File: src/rtl/rotate_sequencer_pkg.sv
// Shared definitions for the iterative shift/rotate unit: op codes,
// FSM state encoding and default geometry.
package rotate_sequencer_pkg;

    localparam int unsigned DEF_WIDTH = 32;
    localparam int unsigned DEF_AMT_W = 5;

    // Operation codes as issued by the control unit; 5..7 are reserved
    // and behave as pass-through.
    typedef enum logic [2:0] {
        OP_SHR  = 3'd0,
        OP_SHRA = 3'd1,
        OP_SHL  = 3'd2,
        OP_ROR  = 3'd3,
        OP_ROL  = 3'd4
    } op_e;

    typedef enum logic [1:0] {
        ST_IDLE = 2'd0,
        ST_RUN  = 2'd1,
        ST_DONE = 2'd2
    } state_e;

endpackage

File: src/rtl/rotate_sequencer_if.sv
// Start/busy/done handshake bundle between the control unit (master)
// and the shift/rotate sequencer (slave).
interface rotate_sequencer_if
    import rotate_sequencer_pkg::*;
#(
    parameter int unsigned WIDTH = DEF_WIDTH,
    parameter int unsigned AMT_W = DEF_AMT_W
);
    logic             start;
    logic [2:0]       op;
    logic [WIDTH-1:0] data_in;
    logic [AMT_W-1:0] amount;
    logic             busy;
    logic             done;
    logic [WIDTH-1:0] result;

    modport master (
        output start, op, data_in, amount,
        input  busy, done, result
    );

    modport slave (
        input  start, op, data_in, amount,
        output busy, done, result
    );
endinterface

File: src/rtl/rotate_sequencer_step.sv
// rotate_step: one combinational step of the shift/rotate engine.
// Moves the working word by 1 bit, or by 4 bits when stride4_i is set.
// Reserved op codes leave the word unchanged.
module rotate_step
    import rotate_sequencer_pkg::*;
#(
    parameter int unsigned WIDTH = DEF_WIDTH
) (
    input  logic [2:0]       op_i,
    input  logic [WIDTH-1:0] word_i,
    input  logic             stride4_i,
    output logic [WIDTH-1:0] word_o
);

    // Select the next working word for the latched operation and stride.
    always_comb begin
        word_o = word_i;
        case (op_i)
            OP_SHR:  word_o = stride4_i ? {4'b0000, word_i[WIDTH-1:4]}
                                        : {1'b0, word_i[WIDTH-1:1]};
            OP_SHRA: word_o = stride4_i ? {{4{word_i[WIDTH-1]}}, word_i[WIDTH-1:4]}
                                        : {word_i[WIDTH-1], word_i[WIDTH-1:1]};
            OP_SHL:  word_o = stride4_i ? {word_i[WIDTH-5:0], 4'b0000}
                                        : {word_i[WIDTH-2:0], 1'b0};
            OP_ROR:  word_o = stride4_i ? {word_i[3:0], word_i[WIDTH-1:4]}
                                        : {word_i[0], word_i[WIDTH-1:1]};
            OP_ROL:  word_o = stride4_i ? {word_i[WIDTH-5:0], word_i[WIDTH-1:WIDTH-4]}
                                        : {word_i[WIDTH-2:0], word_i[WIDTH-1]};
            default: word_o = word_i;
        endcase
    end

endmodule

File: src/rtl/rotate_sequencer.sv
// rotate_sequencer: multi-cycle SHR/SHRA/SHL/ROR/ROL execution unit.
// A start in IDLE latches operand, count and op; RUN steps the working
// word until the count reaches zero, then the result register is loaded
// and done pulses for one cycle. Starts outside IDLE are dropped.
// Optional build macro ROTSEQ_FAST_STEP_EN: take 4-bit steps while the
// remaining count is at least 4 (same results, shorter latency).
module rotate_sequencer
    import rotate_sequencer_pkg::*;
#(
    parameter int unsigned WIDTH = DEF_WIDTH,
    parameter int unsigned AMT_W = DEF_AMT_W
) (
    input  logic                clk,
    input  logic                clr,
    rotate_sequencer_if.slave   bus
);

    state_e           state_q;
    logic [2:0]       op_q;
    logic [WIDTH-1:0] work_q;
    logic [WIDTH-1:0] result_q;
    logic [AMT_W-1:0] cnt_q;
    logic [AMT_W-1:0] cnt_d;
    logic             busy_q;
    logic             done_q;
    logic             stride4;
    logic [WIDTH-1:0] step_word;

    // Choose the step stride and the count remaining after this step.
    always_comb begin
`ifdef ROTSEQ_FAST_STEP_EN
        stride4 = (cnt_q >= AMT_W'(4));
`else
        stride4 = 1'b0;
`endif
        cnt_d = stride4 ? (cnt_q - AMT_W'(4)) : (cnt_q - AMT_W'(1));
    end

    rotate_step #(
        .WIDTH (WIDTH)
    ) u_step (
        .op_i      (op_q),
        .word_i    (work_q),
        .stride4_i (stride4),
        .word_o    (step_word)
    );

    // Sequencer FSM with registered busy/done/result.
    always_ff @(posedge clk or negedge clr) begin
        if (!clr) begin
            state_q  <= ST_IDLE;
            op_q     <= '0;
            work_q   <= '0;
            result_q <= '0;
            cnt_q    <= '0;
            busy_q   <= 1'b0;
            done_q   <= 1'b0;
        end else begin
            case (state_q)
                ST_IDLE: begin
                    done_q <= 1'b0;
                    if (bus.start) begin
                        work_q  <= bus.data_in;
                        cnt_q   <= bus.amount;
                        op_q    <= bus.op;
                        busy_q  <= 1'b1;
                        state_q <= ST_RUN;
                    end
                end
                ST_RUN: begin
                    if (cnt_q != '0) begin
                        work_q <= step_word;
                        cnt_q  <= cnt_d;
                    end else begin
                        result_q <= work_q;
                        done_q   <= 1'b1;
                        state_q  <= ST_DONE;
                    end
                end
                ST_DONE: begin
                    done_q  <= 1'b0;
                    busy_q  <= 1'b0;
                    state_q <= ST_IDLE;
                end
                default: begin
                    done_q  <= 1'b0;
                    busy_q  <= 1'b0;
                    state_q <= ST_IDLE;
                end
            endcase
        end
    end

    assign bus.busy   = busy_q;
    assign bus.done   = done_q;
    assign bus.result = result_q;

endmodule

File: src/flat_wrapper.sv
// flat-port wrapper written by rule: the top's interface ports become plain ports
module rotate_sequencer_flat import rotate_sequencer_pkg::*;
#(
    parameter int unsigned WIDTH = DEF_WIDTH,
    parameter int unsigned AMT_W = DEF_AMT_W
)
  (clk, clr, bus_start, bus_op, bus_data_in, bus_amount, bus_busy, bus_done, bus_result);
  rotate_sequencer_if #(.WIDTH(WIDTH), .AMT_W(AMT_W)) bus_i ();
  input  logic clk;
  input  logic clr;
  input wire logic [$bits(bus_i.start)-1:0] bus_start;
  input wire logic [$bits(bus_i.op)-1:0] bus_op;
  input wire logic [$bits(bus_i.data_in)-1:0] bus_data_in;
  input wire logic [$bits(bus_i.amount)-1:0] bus_amount;
  output wire logic [$bits(bus_i.busy)-1:0] bus_busy;
  output wire logic [$bits(bus_i.done)-1:0] bus_done;
  output wire logic [$bits(bus_i.result)-1:0] bus_result;
  assign bus_i.start = bus_start;
  assign bus_i.op = bus_op;
  assign bus_i.data_in = bus_data_in;
  assign bus_i.amount = bus_amount;
  assign bus_busy = bus_i.busy;
  assign bus_done = bus_i.done;
  assign bus_result = bus_i.result;
  rotate_sequencer #(.WIDTH(WIDTH), .AMT_W(AMT_W)) u_core (.clk(clk), .clr(clr), .bus(bus_i));
endmodule
File: config.mk
export PLATFORM = sky130hd
export DESIGN_NAME = rotate_sequencer_flat
export DESIGN_NICKNAME = d
export VERILOG_FILES = /design/src/rtl/rotate_sequencer_pkg.sv /design/src/rtl/rotate_sequencer_if.sv /design/src/rtl/rotate_sequencer_step.sv /design/src/rtl/rotate_sequencer.sv /design/src/flat_wrapper.sv
export SDC_FILE = /design/constraint.sdc
export NUM_CORES = 1
export LEC_CHECK = 0
export CAP_MARGIN = 5
export CORE_ASPECT_RATIO = 1.1
export CORE_UTILIZATION = 56
export CTS_CLUSTER_SIZE = 28
export DETAILED_ROUTE_END_ITERATION = 16
export PLACE_DENSITY = 0.95
export SLEW_MARGIN = 20
export SYNTH_ARGS = -nofsm -noshare
export SYNTH_HDL_FRONTEND = slang
export SYNTH_SLANG_ARGS = --single-unit
File: constraint.sdc
create_clock -name clk -period 3.9 [get_ports clk]
set_input_delay 0.78 -clock clk [delete_from_list [all_inputs] [get_ports clk]]
set_output_delay 0.78 -clock clk [all_outputs]
set_load 0.01 [all_outputs]
Yosys cells after proc, flatten, opt, wreduce, memory -nomap -nowiden
Index checks and enable logic that the tools add are counted.

Register bits: 76.

Multiplexer cells: 14. Equality and inequality tests: 11. Bitwise logic cells: 2. Reduce and logical (&&, ||, !) cells: 11. Add/subtract/negate cells: 1.

Operators with widths (count): $pmux W32 S5 (1); $mux W32 (2); $pmux W32 S2 (1); $mux W5 (2); $pmux W5 S2 (1); $reduce_and A2 Y1 (4); $eq A3 B2 Y1 const B (2); $ne A2 B2 Y1 const B (3); $ne A6 B6 Y1 const B (1); $ne A5 B5 Y1 const B (1); $reduce_and A5 Y1 (1); $reduce_bool A5 Y1 (1); $sub A5 B1 Y5 const B (1); $mux W2 (2); $pmux W2 S2 (1); $reduce_and A4 Y1 (1); $eq A3 B1 Y1 const B (1); $eq A3 B3 Y1 const B (1); $logic_not A3 Y1 (1); $mux W1 (3); $reduce_and A3 Y1 (1); $eq A2 B1 Y1 const B (1); $logic_not A2 Y1 (1); $ne A2 B1 Y1 const B (1); 3 further kinds (4).

Logic depth before layout (Yosys ltp)
Gate-level depths: netlist of run 1.

Depth in word-level cells: 4. Gate-level depth with buffers: 8.

Modules after synthesis
From an unflattened synthesis of run 1, not the netlist that was laid out.

Cell total of the unflattened synthesis: 463. Area total of the unflattened synthesis: 4996.0 sq um.

By module, submodules not included: rotate_sequencer (sequential area each 1901.8 sq um, times used 1, area an instance 3460.8 sq um, cells each 231); rotate_step (sequential area each 0.0 sq um, times used 1, area an instance 1535.2 sq um, cells each 232).

Least setup slack after synthesis of run 1
OpenSTA, ideal clock, no wires.

Path type: input to register. Start point: in bus_start. End point: reg u_core.work_q[31]. Stages on the path: 7. Slack: 1915 ps. Buffers on the path: 3. Setup time: 129 ps. Arrival: 1856 ps. Cells stage by stage: or3b_1 buf_2 o21a_4 buf_6 buf_6 o21ai_1 o41ai_2.

Longest elaborated chain between the ends: 2.

Ends and longest elaborated chain: start, declared (line flat_wrapper.sv:11) `input wire logic [$bits(bus_i.start)-1:0] bus_start;`; $ne A2 B2 Y1 (no line); $reduce_and A5 Y1 (no line); end signal, assigned (line rotate_sequencer.sv:63) `work_q <= bus.data_in;`; end signal, assigned (line rotate_sequencer.sv:72) `work_q <= step_word;`; end, declared (line rotate_sequencer.sv:20) `logic [WIDTH-1:0] work_q;`.

Every way passes these cells. A chain may end at the register's enable or synchronous reset.

Final worst setup path of run 1
Start point: in bus_start. End point: reg u_core.work_q[7].

Longest elaborated chain between the ends: 2.

Ends and longest elaborated chain: $ne A2 B2 Y1 (no line); $reduce_and A4 Y1 (no line).

Every way passes these cells.

==> run metrics, run 1 <==
outcome=complete, no violations; async set or reset register ratio after synthesis=100%; gr ovfl total=0; Crit. End Element=flop; fin. max-slew vios=0; relative slew slack=30.0%; crit path time final=2.51 ns; Vias=3,313; All-Layer GR Usage=27.5%; Synth area leaders=dfrtp_1 49%, mux2_2 9.1%, o21ai_0 8.5%; Clk pwr share=11.3%; hpwl dp=5700 microns; Residual DRC=0; vias in the first global route=3,191; critical path class=in -> reg; setup TNS=0 ns; Startpoint Class=primary input; Arr. time, crit path=2.74 ns; DRT Pass-1 Iters=6; Max Clk Rate=399 MHz; Setup violations, final=0; FP Rows=31; Worst Max-Slew Pin Slew=1.05 ns; die area=0.00720 sq mm; post-synth top area share=49.5%; clock latency on the worst-skew pair=0.35 ns; CTS tree=done; pre-CTS WS=1.07 ns; fin area=0.00471 sq mm; cts repair resizes=0; share of cells above drive strength 1=12.4%; sequence of cells on the critical path=clkdlybuf4s50_1 > or3b_1 > o21a_4 > inv_6 > o21ai_4 > o31ai_1; final wirelength=9240 microns; Combinational Power Share=53.4%; setup slack after layout=1.39 ns; hold slack=0.505 ns; Maximum Capacitance Violations=0; Bufs on Longest Clock Path=2; Top FF cell, synth=dfrtp_1; Avg Cell Area, Syn=9.81 sq um; clock root buffer master=clkbuf_8; Syn Std Cell Area=0.00384 sq mm; Reg power frac=35.3%; #FFs+latches synth=76; number of antenna violations at the first check in global routing=0; Net Sw Frac=42.9%; total setup buffers inserted after CTS=0; Clk pin slew, worst setup/hold paths=0.07 ns; chip height=88.9 microns; Bufs and invs on worst path=2; delay-heaviest family, CP=compound AO/OA/AOI/OAI gates; CP max stage delay=0.47 ns; Core ar.=0.00659 sq mm; fin nets=491; Placement Cell Area=0.00455 sq mm; PwrDens=928 mW/mm^2; cell taking the most area after synthesis=dfrtp_1; Max Clock Skew=0.00394 ns; Min-Delay Path Class=reg -> reg; DRT iter0 DRCs=465; Syn Inst Count=392; Clock Sinks=76; Area Overhead vs Synth=22.5%; sequential share of the synthesized area=49.5%; RSZ-0062 raised after global routing=false; port bufs=76; Syn Nets=436; Post-synth EDFFs=0; Initial Util=58.3%; wire per inst=17.3 microns; CTS Hold Bufs=0; cts bufs inserted=9; LEAKAGE=1.97 nW; internal power=2.49 mW; Worst EP required=4.14 ns; period utilization=64.2%; number of I/O pins=77; first-pass GRT wire length=14,900 microns; largest net degree at the start of global routing=77; GPL Wtd Cong=0.792; Warnings, synthesis=0; slowest stage cell, crit path=clkdlybuf4s50_1; Max VDD drop=0.446 mV; crit path max fanout=40; drt via density=6.22; post-layout util=71.4%; Final ANT Viol Nets=0; antenna cells=0; net switching power figure=1.88 mW; DIE WIDTH=81.0 microns; Netlist cell types=37; Final Hold Viols=0; H-tree Lvls=3
## path summary, 6_finish.rpt
kind / from / to / slack (ns) / cells past startpoint
max: bus_start / u_core.work_q[7] / 1.39 / 6
max in group asynchronous: clr / u_core.work_q[25] / 2.72 / 1
min reg2reg: u_core.bus.result[23] / u_core.bus.result[23] / 0.50 / 1
min in group asynchronous: clr / u_core.bus.result[7] / 0.57 / 1
min: u_core.bus.result[23] / u_core.bus.result[23] / 0.50 / 1
max reg2reg: u_core.state_q[1] / u_core.work_q[7] / 1.48 / 5
## placed cells by master (no fill, tap or decap), types with 5 or more instances in the layout
cell             synthesis  final
a21oi_1                 31     31
nand2_1                 10     10
nand2b_1                29     29
o31ai_1                 30     30
inv_1                    5      5
dfrtp_1                 76     76
o21ai_1                  6      6
clkdlybuf4s50_1          0     75
mux2_2                  31     31
o21ai_0                 65     65
nor2_1                  43     42
clkbuf_8                 0      9
## Yosys cell counts (all sizes together), types with 2 or more instances
| master | n |
|---|---|
| nand3 | 2 |
| nand2 | 11 |
| dfrtp | 76 |
| mux2i | 2 |
| inv | 6 |
| clkbuf | 22 |
| buf | 13 |
| o31ai | 30 |
| a211oi | 2 |
| nor2 | 43 |
| o21ai | 72 |
| nor3 | 3 |
| nor3b | 4 |
| a21oi | 31 |
| nand2b | 29 |
| mux2 | 31 |
## power by group through the flow
stage / Clock, mW / Sequential (mW) / Combinational [mW]
after floorplan: 0 / 1.51 / 1.62
after global placement: 0 / 1.51 / 2.17
after detailed placement: 0 / 1.54 / 2.29
after CTS: 0.498 / 1.53 / 2.32
after global routing: 0.528 / 1.58 / 2.58
final: 0.493 / 1.54 / 2.33
## area by class of cell
| type | count | area [sq um] |
|---|---|---|
| fill | 466 | 1890 |
| timing repair buffer | 79 | 781 |
| inverter | 6 | 27.5 |
| tap | 82 | 103 |
| multi-input combinational | 275 | 1750 |
| clock inverter | 3 | 15.0 |
| clock buffer | 12 | 135 |
| sequential | 76 | 1900 |
## metal layers
layer	routed length [microns]	vias to the layer above	GRT usage, %
li1	-	1489	-
met1	3750	1612	35.4
met2	4530	175	44.3
met3	662	37	4.49
met4	303	0	15.4
met5	0	-	0
## per-stage QoR
step	total power, mW	std cells
2_1_floorplan	3.13	392
3_3_place_gp	3.68	518
3_5_place_dp	3.84	518
4_1_cts	4.35	533
5_1_grt	4.69	533
6_report	4.37	533
## sequential cells by signal, indices dropped and copies added, names as in the netlist
signal	flops
u_core.cnt_q	5
u_core.work_q	32
u_core.bus.busy	1
u_core.state_q	2
u_core.bus.result	32
u_core.op_q	3
u_core.bus.done	1
## logic make-up after synthesis
kind of cell    Yosys count  synth area share, %
fa+ha+maj                 1                0.325
flops                    76                 49.5
compound gates          142                 21.9
xor+xnor                  1                0.423
buf+inv                  41                 5.50
simple gates             98                 12.8
mux                      33                 9.60
Power figures use the tool's default switching activity.
==> run 2, diff against run 1 <==
--- a/config.mk
+++ b/config.mk
@@ -7,10 +7,10 @@
 export LEC_CHECK = 0
 export CAP_MARGIN = 5
 export CORE_ASPECT_RATIO = 1.1
-export CORE_UTILIZATION = 56
+export CORE_UTILIZATION = 47
 export CTS_CLUSTER_SIZE = 28
 export DETAILED_ROUTE_END_ITERATION = 16
-export PLACE_DENSITY = 0.95
+export PLACE_DENSITY = 0.88
 export SLEW_MARGIN = 20
 export SYNTH_ARGS = -nofsm -noshare
 export SYNTH_HDL_FRONTEND = slang
==> constraint.sdc (replaced) <==
create_clock -name clk -period 2 [get_ports clk]
set_input_delay 0.4 -clock clk [delete_from_list [all_inputs] [get_ports clk]]
set_output_delay 0.4 -clock clk [all_outputs]
set_load 0.01 [all_outputs]
==> run metrics, run 2 (synthesis gave the netlist of run 1 again) <==
outcome=complete, no violations; relative slew slack=53.8% (+24 points); Worst Reg-to-Reg Cells=8 (+3); Clk pin slew, worst setup/hold paths=0.08 ns (about the same); most common cell after layout, fill and taps aside=dfrtp_1; CP max stage delay=0.37 ns (-0.10 ns); Placement Cell Area=0.00472 sq mm (+3.6%); number of antenna violations at the first check in global routing=0 (unchanged); Core ar.=0.00791 sq mm (+20%); DRT Pass-1 Iters=5 (-1); most frequent cells in the layout=76 x dfrtp_1, 75 x clkdlybuf4s50_1, 64 x o21ai_0; CTS Hold Bufs=0 (unchanged); Setup violations, final=0 (unchanged); Reg power frac=31.7% (-3.6 points); gr ovfl total=0 (unchanged); first-pass GRT wire length=15,600 microns (+5.3%); Worst EP required=2.25 ns (-1.89 ns); pre-CTS WS=-0.153 ns (-1.23 ns); period utilization=98.3%; clock root buffer master=clkbuf_8; slowest stage cell, crit path=dfrtp_1; Crit. End Element=flop; Residual DRC=0 (unchanged); final wirelength=9600 microns (+3.9%); Bufs on Longest Clock Path=2 (unchanged); Max Clock Skew=0.0104 ns (+0.00643 ns); CTS tree=done; chip height=96.8 microns (+8.9%); crit path time final=1.97 ns; crit path max fanout=16 (-60%); All-Layer GR Usage=23.6% (-3.9 points); Max VDD drop=0.965 mV (+120%); Vias=3,280 (-1.0%); DRT iter0 DRCs=301 (-35%); Startpoint Class=flop; internal power=5.66 mW (+130%); share of cells above drive strength 1=16.1% (+3.7 points); H-tree Lvls=3 (unchanged); Maximum Capacitance Violations=0 (unchanged); sequence of cells on the critical path=inv_1 > ha_1 > nor4b_2 > buf_4 > o21a_4 > inv_6 > o21ai_4 > o31ai_1; total setup buffers inserted after CTS=0 (unchanged); RSZ-0062 raised after global routing=true; Combinational Power Share=51.6% (-1.8 points); fin nets=506 (+3.1%); hpwl dp=6090 microns (+6.8%); Clock Sinks=76 (unchanged); FILL cells=661 (+42%); fin. max-slew vios=0 (unchanged); port bufs=76 (unchanged); clock latency on the worst-skew pair=0.35 ns (about the same); drt via density=5.71 (-8.1%); Worst Max-Slew Pin Slew=0.689 ns (-0.362 ns); Max Clk Rate=509 MHz; Initial Util=48.6% (-9.7 points); net switching power figure=3.81 mW (+100%); GPL Wtd Cong=0.803 (+1.5%); setup slack after layout=0.0341 ns (-1.36 ns); Final Hold Viols=0 (unchanged); LEAKAGE=2.11 nW (+7.0%); antenna cells=0 (unchanged); PwrDens=1890 mW/mm^2 (+100%); Area Overhead vs Synth=30.4%; largest net degree at the start of global routing=64 (-17%); vias in the first global route=3,161 (-0.94%); FP Rows=34 (+9.7%); DIE WIDTH=88.2 microns (+8.9%); cts bufs inserted=9 (unchanged); reg2reg end=u_core.work_q[16]; fin area=0.00501 sq mm (+6.5%); Reg2Reg Launch Point=u_core.cnt_q[0]; number of I/O pins=77 (unchanged); wire per inst=16.7 microns (-3.5%); Arr. time, crit path=2.21 ns (-0.53 ns); Final ANT Viol Nets=0 (unchanged); Net Sw Frac=40.2% (-2.7 points); die area=0.00854 sq mm (+19%); Clk pwr share=16.7% (+5.4 points); Min-Delay Path Class=in -> async; r2r setup slk=0.03 ns (-1.45 ns); critical path class=reg -> reg
==> run 2: how the worst max path moves through the flow <==
stage                          from  depth (start not counted)                    end
floorplan           u_core.cnt_q[0]                          6  u_core.bus.result[10]
detailed placement        bus_start                          6      u_core.work_q[19]
finish              u_core.cnt_q[0]                          8      u_core.work_q[16]
global route        u_core.cnt_q[0]                          8      u_core.work_q[16]
global placement          bus_start                          6      u_core.work_q[17]
CTS                 u_core.cnt_q[0]                          8      u_core.work_q[16]
==> run 2: area by class of cell <==
type,instances,area (sq um),area share (%)
Clock buffer,11,151,3.02
Clock inverter,4,120,2.40
Inverter,6,27.5,0.549
Multi-Input combinational cell,276,1770,35.2
Sequential cell,76,1900,37.9
Tap cell,108,135,2.70
Timing Repair Buffer,93,911,18.2
==> run 2: per-stage QoR <==
| stage | std cells | TNS, ns | power, mW | hold slack [ns] | util (%) |
|---|---|---|---|---|---|
| 2_1_floorplan | 392 | 0 | 6.11 | 0.104 | - |
| 3_3_place_gp | 558 | -1.70 | 7.43 | 0.413 | 59.6 |
| 3_5_place_dp | 558 | -3.49 | 7.69 | 0.419 | 59.6 |
| 4_1_cts | 573 | 0 | 9.35 | 0.0298 | 63.1 |
| 5_1_grt | 574 | -0.176 | 10.2 | 0.0671 | 63.4 |
| 6_report | 574 | 0 | 9.47 | 0.0285 | 63.4 |
==> run 2: power groups by stage <==
stage          logic, mW  registers, mW  clock network (mW)
2_1_floorplan       3.16           2.95                   0
3_3_place_gp        4.46           2.97                   0
3_5_place_dp        4.69           3.01                   0
4_1_cts             4.77           2.99                1.60
5_1_grt             5.39           3.11                1.66
6_report            4.89           3.00                1.59
==> run 2: worst max-delay path, delay by kind of cell, from the launching register on <==
family | cells | cell delay (ns)
buffers and inverters | 3 | 0.32
AO/OA/AOI/OAI | 3 | 0.75
flip-flops | 1 | 0.37
adder cells (fa/ha/maj) | 1 | 0.25
AND/OR/NAND/NOR | 1 | 0.17
==> run 2: routing by layer <==
layer	vias up	wire (microns)	GRT usage [%]
li1	1524	-	-
met1	1601	4040	33.1
met2	136	4820	36.9
met5	-	0	0
met4	0	169	8.19
met3	19	581	3.75
==> run 2: what timing repair did <==
action	in CTS	in global routing
gates cloned	0	1
endpoints found under the setup margin	27	31
resized for setup	1	3
==> run 3, diff against run 2 <==
--- a/config.mk
+++ b/config.mk
@@ -10,6 +10,7 @@
 export CORE_UTILIZATION = 47
 export CTS_CLUSTER_SIZE = 28
 export DETAILED_ROUTE_END_ITERATION = 16
+export GPL_TIMING_DRIVEN = 0
 export PLACE_DENSITY = 0.88
 export SLEW_MARGIN = 20
 export SYNTH_ARGS = -nofsm -noshare
==> run metrics, run 3 (synthesis gave the netlist of run 1 again) <==
FP Rows=34 (unchanged); most frequent cells in the layout=76 x dfrtp_1, 75 x clkdlybuf4s50_1, 65 x o21ai_0; critical path class=reg -> reg; PwrDens=1800 mW/mm^2 (-4.6%); FILL cells=670 (+1.4%); Arr. time, crit path=2.14 ns (-0.07 ns); net switching power figure=3.77 mW (-1.2%); number of I/O pins=77 (unchanged); clock root buffer master=clkbuf_8; Min-Delay Path Class=in -> async; Maximum Capacitance Violations=0 (unchanged); largest net degree at the start of global routing=48 (-25%); hpwl dp=6630 microns (+8.9%); DRT Pass-1 Iters=5 (unchanged); first-pass GRT wire length=15,400 microns (-1.3%); CTS tree=done; Multi-input gate area=0.00174 sq mm (-1.6%); Max VDD drop=0.925 mV (-4.2%); share of cells above drive strength 1=14.8% (-1.3 points); drt via density=5.64 (-1.4%); most common cell after layout, fill and taps aside=dfrtp_1; GPL Wtd Cong=0.850 (+5.8%); Final Hold Viols=0 (unchanged); H-tree Lvls=3 (unchanged); Area Overhead vs Synth=29.5%; wire per inst=15.7 microns (-6.1%); final std cells w/o fill=595 (+3.7%); Crit. End Element=flop; Net Sw Frac=42.0% (+1.8 points); Startpoint Class=flop; crit path time final=1.90 ns (-0.0671 ns); antenna cells=0 (unchanged); crit path max fanout=10 (-6); Combinational Power Share=55.1% (+3.5 points); Bufs on Longest Clock Path=2 (unchanged); port bufs=76 (unchanged); Reg power frac=32.8% (+1.1 points); relative slew slack=62.2% (+8.4 points); number of antenna violations at the first check in global routing=0 (unchanged); Final ANT Viol Nets=0 (unchanged); Setup violations, final=0 (unchanged); RSZ-0062 raised after global routing=false; All-Layer GR Usage=23.4% (-0.21 points); Clk pin slew, worst setup/hold paths=0.08 ns (about the same); Placed Cells=577 (+3.4%); total power=8.97 mW (-5.3%); fin nets=526 (+4.0%); Worst EP required=2.24 ns (about the same); cts bufs inserted=9 (unchanged); Core ar.=0.00791 sq mm (unchanged); Max Clk Rate=527 MHz (+3.5%); die area=0.00854 sq mm (unchanged); DIE WIDTH=88.2 microns (unchanged); fin. max-slew vios=0 (unchanged); Max Clock Skew=0.00842 ns (-0.00195 ns); final wirelength=9340 microns (-2.7%); period utilization=94.9% (-3.4 points); Worst Max-Slew Pin Slew=0.566 ns (-0.123 ns); Residual DRC=0 (unchanged); Vias=3,354 (+2.3%); gr ovfl total=0 (unchanged); Initial Util=48.6% (unchanged); outcome=complete, no violations; internal power=5.21 mW (-8.1%); LEAKAGE=2.08 nW (-1.3%); Clock Sinks=76 (unchanged); vias in the first global route=3,172 (+0.35%); Clk pwr share=12.1% (-4.6 points); clock latency on the worst-skew pair=0.36 ns (about the same); Sequential cell area=0.00190 sq mm (unchanged); chip height=96.8 microns (unchanged); DRT iter0 DRCs=255 (-15%)
-- run 3: what timing repair did --
item,4_1_cts,5_1_grt
setup buffers,0,1
setup endpoints to repair,47,51
resized for setup,1,9
hold buffers,1,0
hold endpoints to repair,29,0
gates cloned,0,0
-- run 3: stage by stage --
| step | instance area [sq um] | hold slack (ns) | setup TNS, ns | utilization (%) | setup slack (ns) |
|---|---|---|---|---|---|
| 2_1_floorplan | 3840 | 0.104 | 0 | - | 0.305 |
| 3_3_place_gp | 4740 | 0.487 | -155.35 | 59.9 | -1.99 |
| 3_5_place_dp | 4760 | 0.366 | -6.19 | 60.2 | -0.216 |
| 4_1_cts | 4960 | 0.502 | 0 | 62.7 | 0.0498 |
| 5_1_grt | 4980 | 0.521 | 0 | 62.9 | 0.00632 |
| 6_report | 4980 | 0.506 | 0 | 62.9 | 0.101 |
-- run 3: per-layer routing --
layer / up-vias / share of wire, % / track usage (%) / wire, microns
met5: - / 0 / 0 / 0
met3: 15 / 5.8 / 3.58 / 545
li1: 1566 / - / - / -
met2: 140 / 50 / 36.7 / 4680
met1: 1633 / 42 / 31.9 / 3940
met4: 0 / 2.0 / 9.93 / 184
-- run 3: path summary, 6_finish.rpt --
check	startpoint	endpoint	slack, ns	cells after the start
worst min register to register	u_core.bus.result[12]	u_core.bus.result[12]	0.51	1
max in group asynchronous	clr	u_core.work_q[7]	0.93	3
worst max-delay path	u_core.cnt_q[0]	u_core.bus.result[11]	0.10	6
worst min-delay path	clr	u_core.bus.result[27]	0.51	2
min in group clk	u_core.bus.result[12]	u_core.bus.result[12]	0.51	1
worst max register to register	u_core.cnt_q[0]	u_core.bus.result[11]	0.10	6
-- run 3: final cells by class --
class	instances	share of cell area, %
clock buffers	13	3.19
clock inverters	3	0.427
multi-input cells	275	35.0
flip-flops and latches	76	38.2
repair buffers	79	16.1
plain buffers	35	3.80
well taps	108	2.72
inverters	6	0.553
-- run 3: critical path: stages (launching register included) --
cell and delay [ns]:
dfrtp_1 0.39, inv_1 0.10, ha_1 0.22, nor4b_4 0.32, nand2_2 0.21, buf_2 0.25, mux2_2 0.29
-- run 3: power groups by stage --
stage	clock network [mW]	registers, mW	logic (mW)
final	1.09	2.94	4.94
after detailed placement	0	2.95	4.86
after global placement	0	2.91	4.65
after floorplan	0	2.95	3.16
after global routing	1.15	3.04	5.46
after CTS	1.09	2.93	4.91
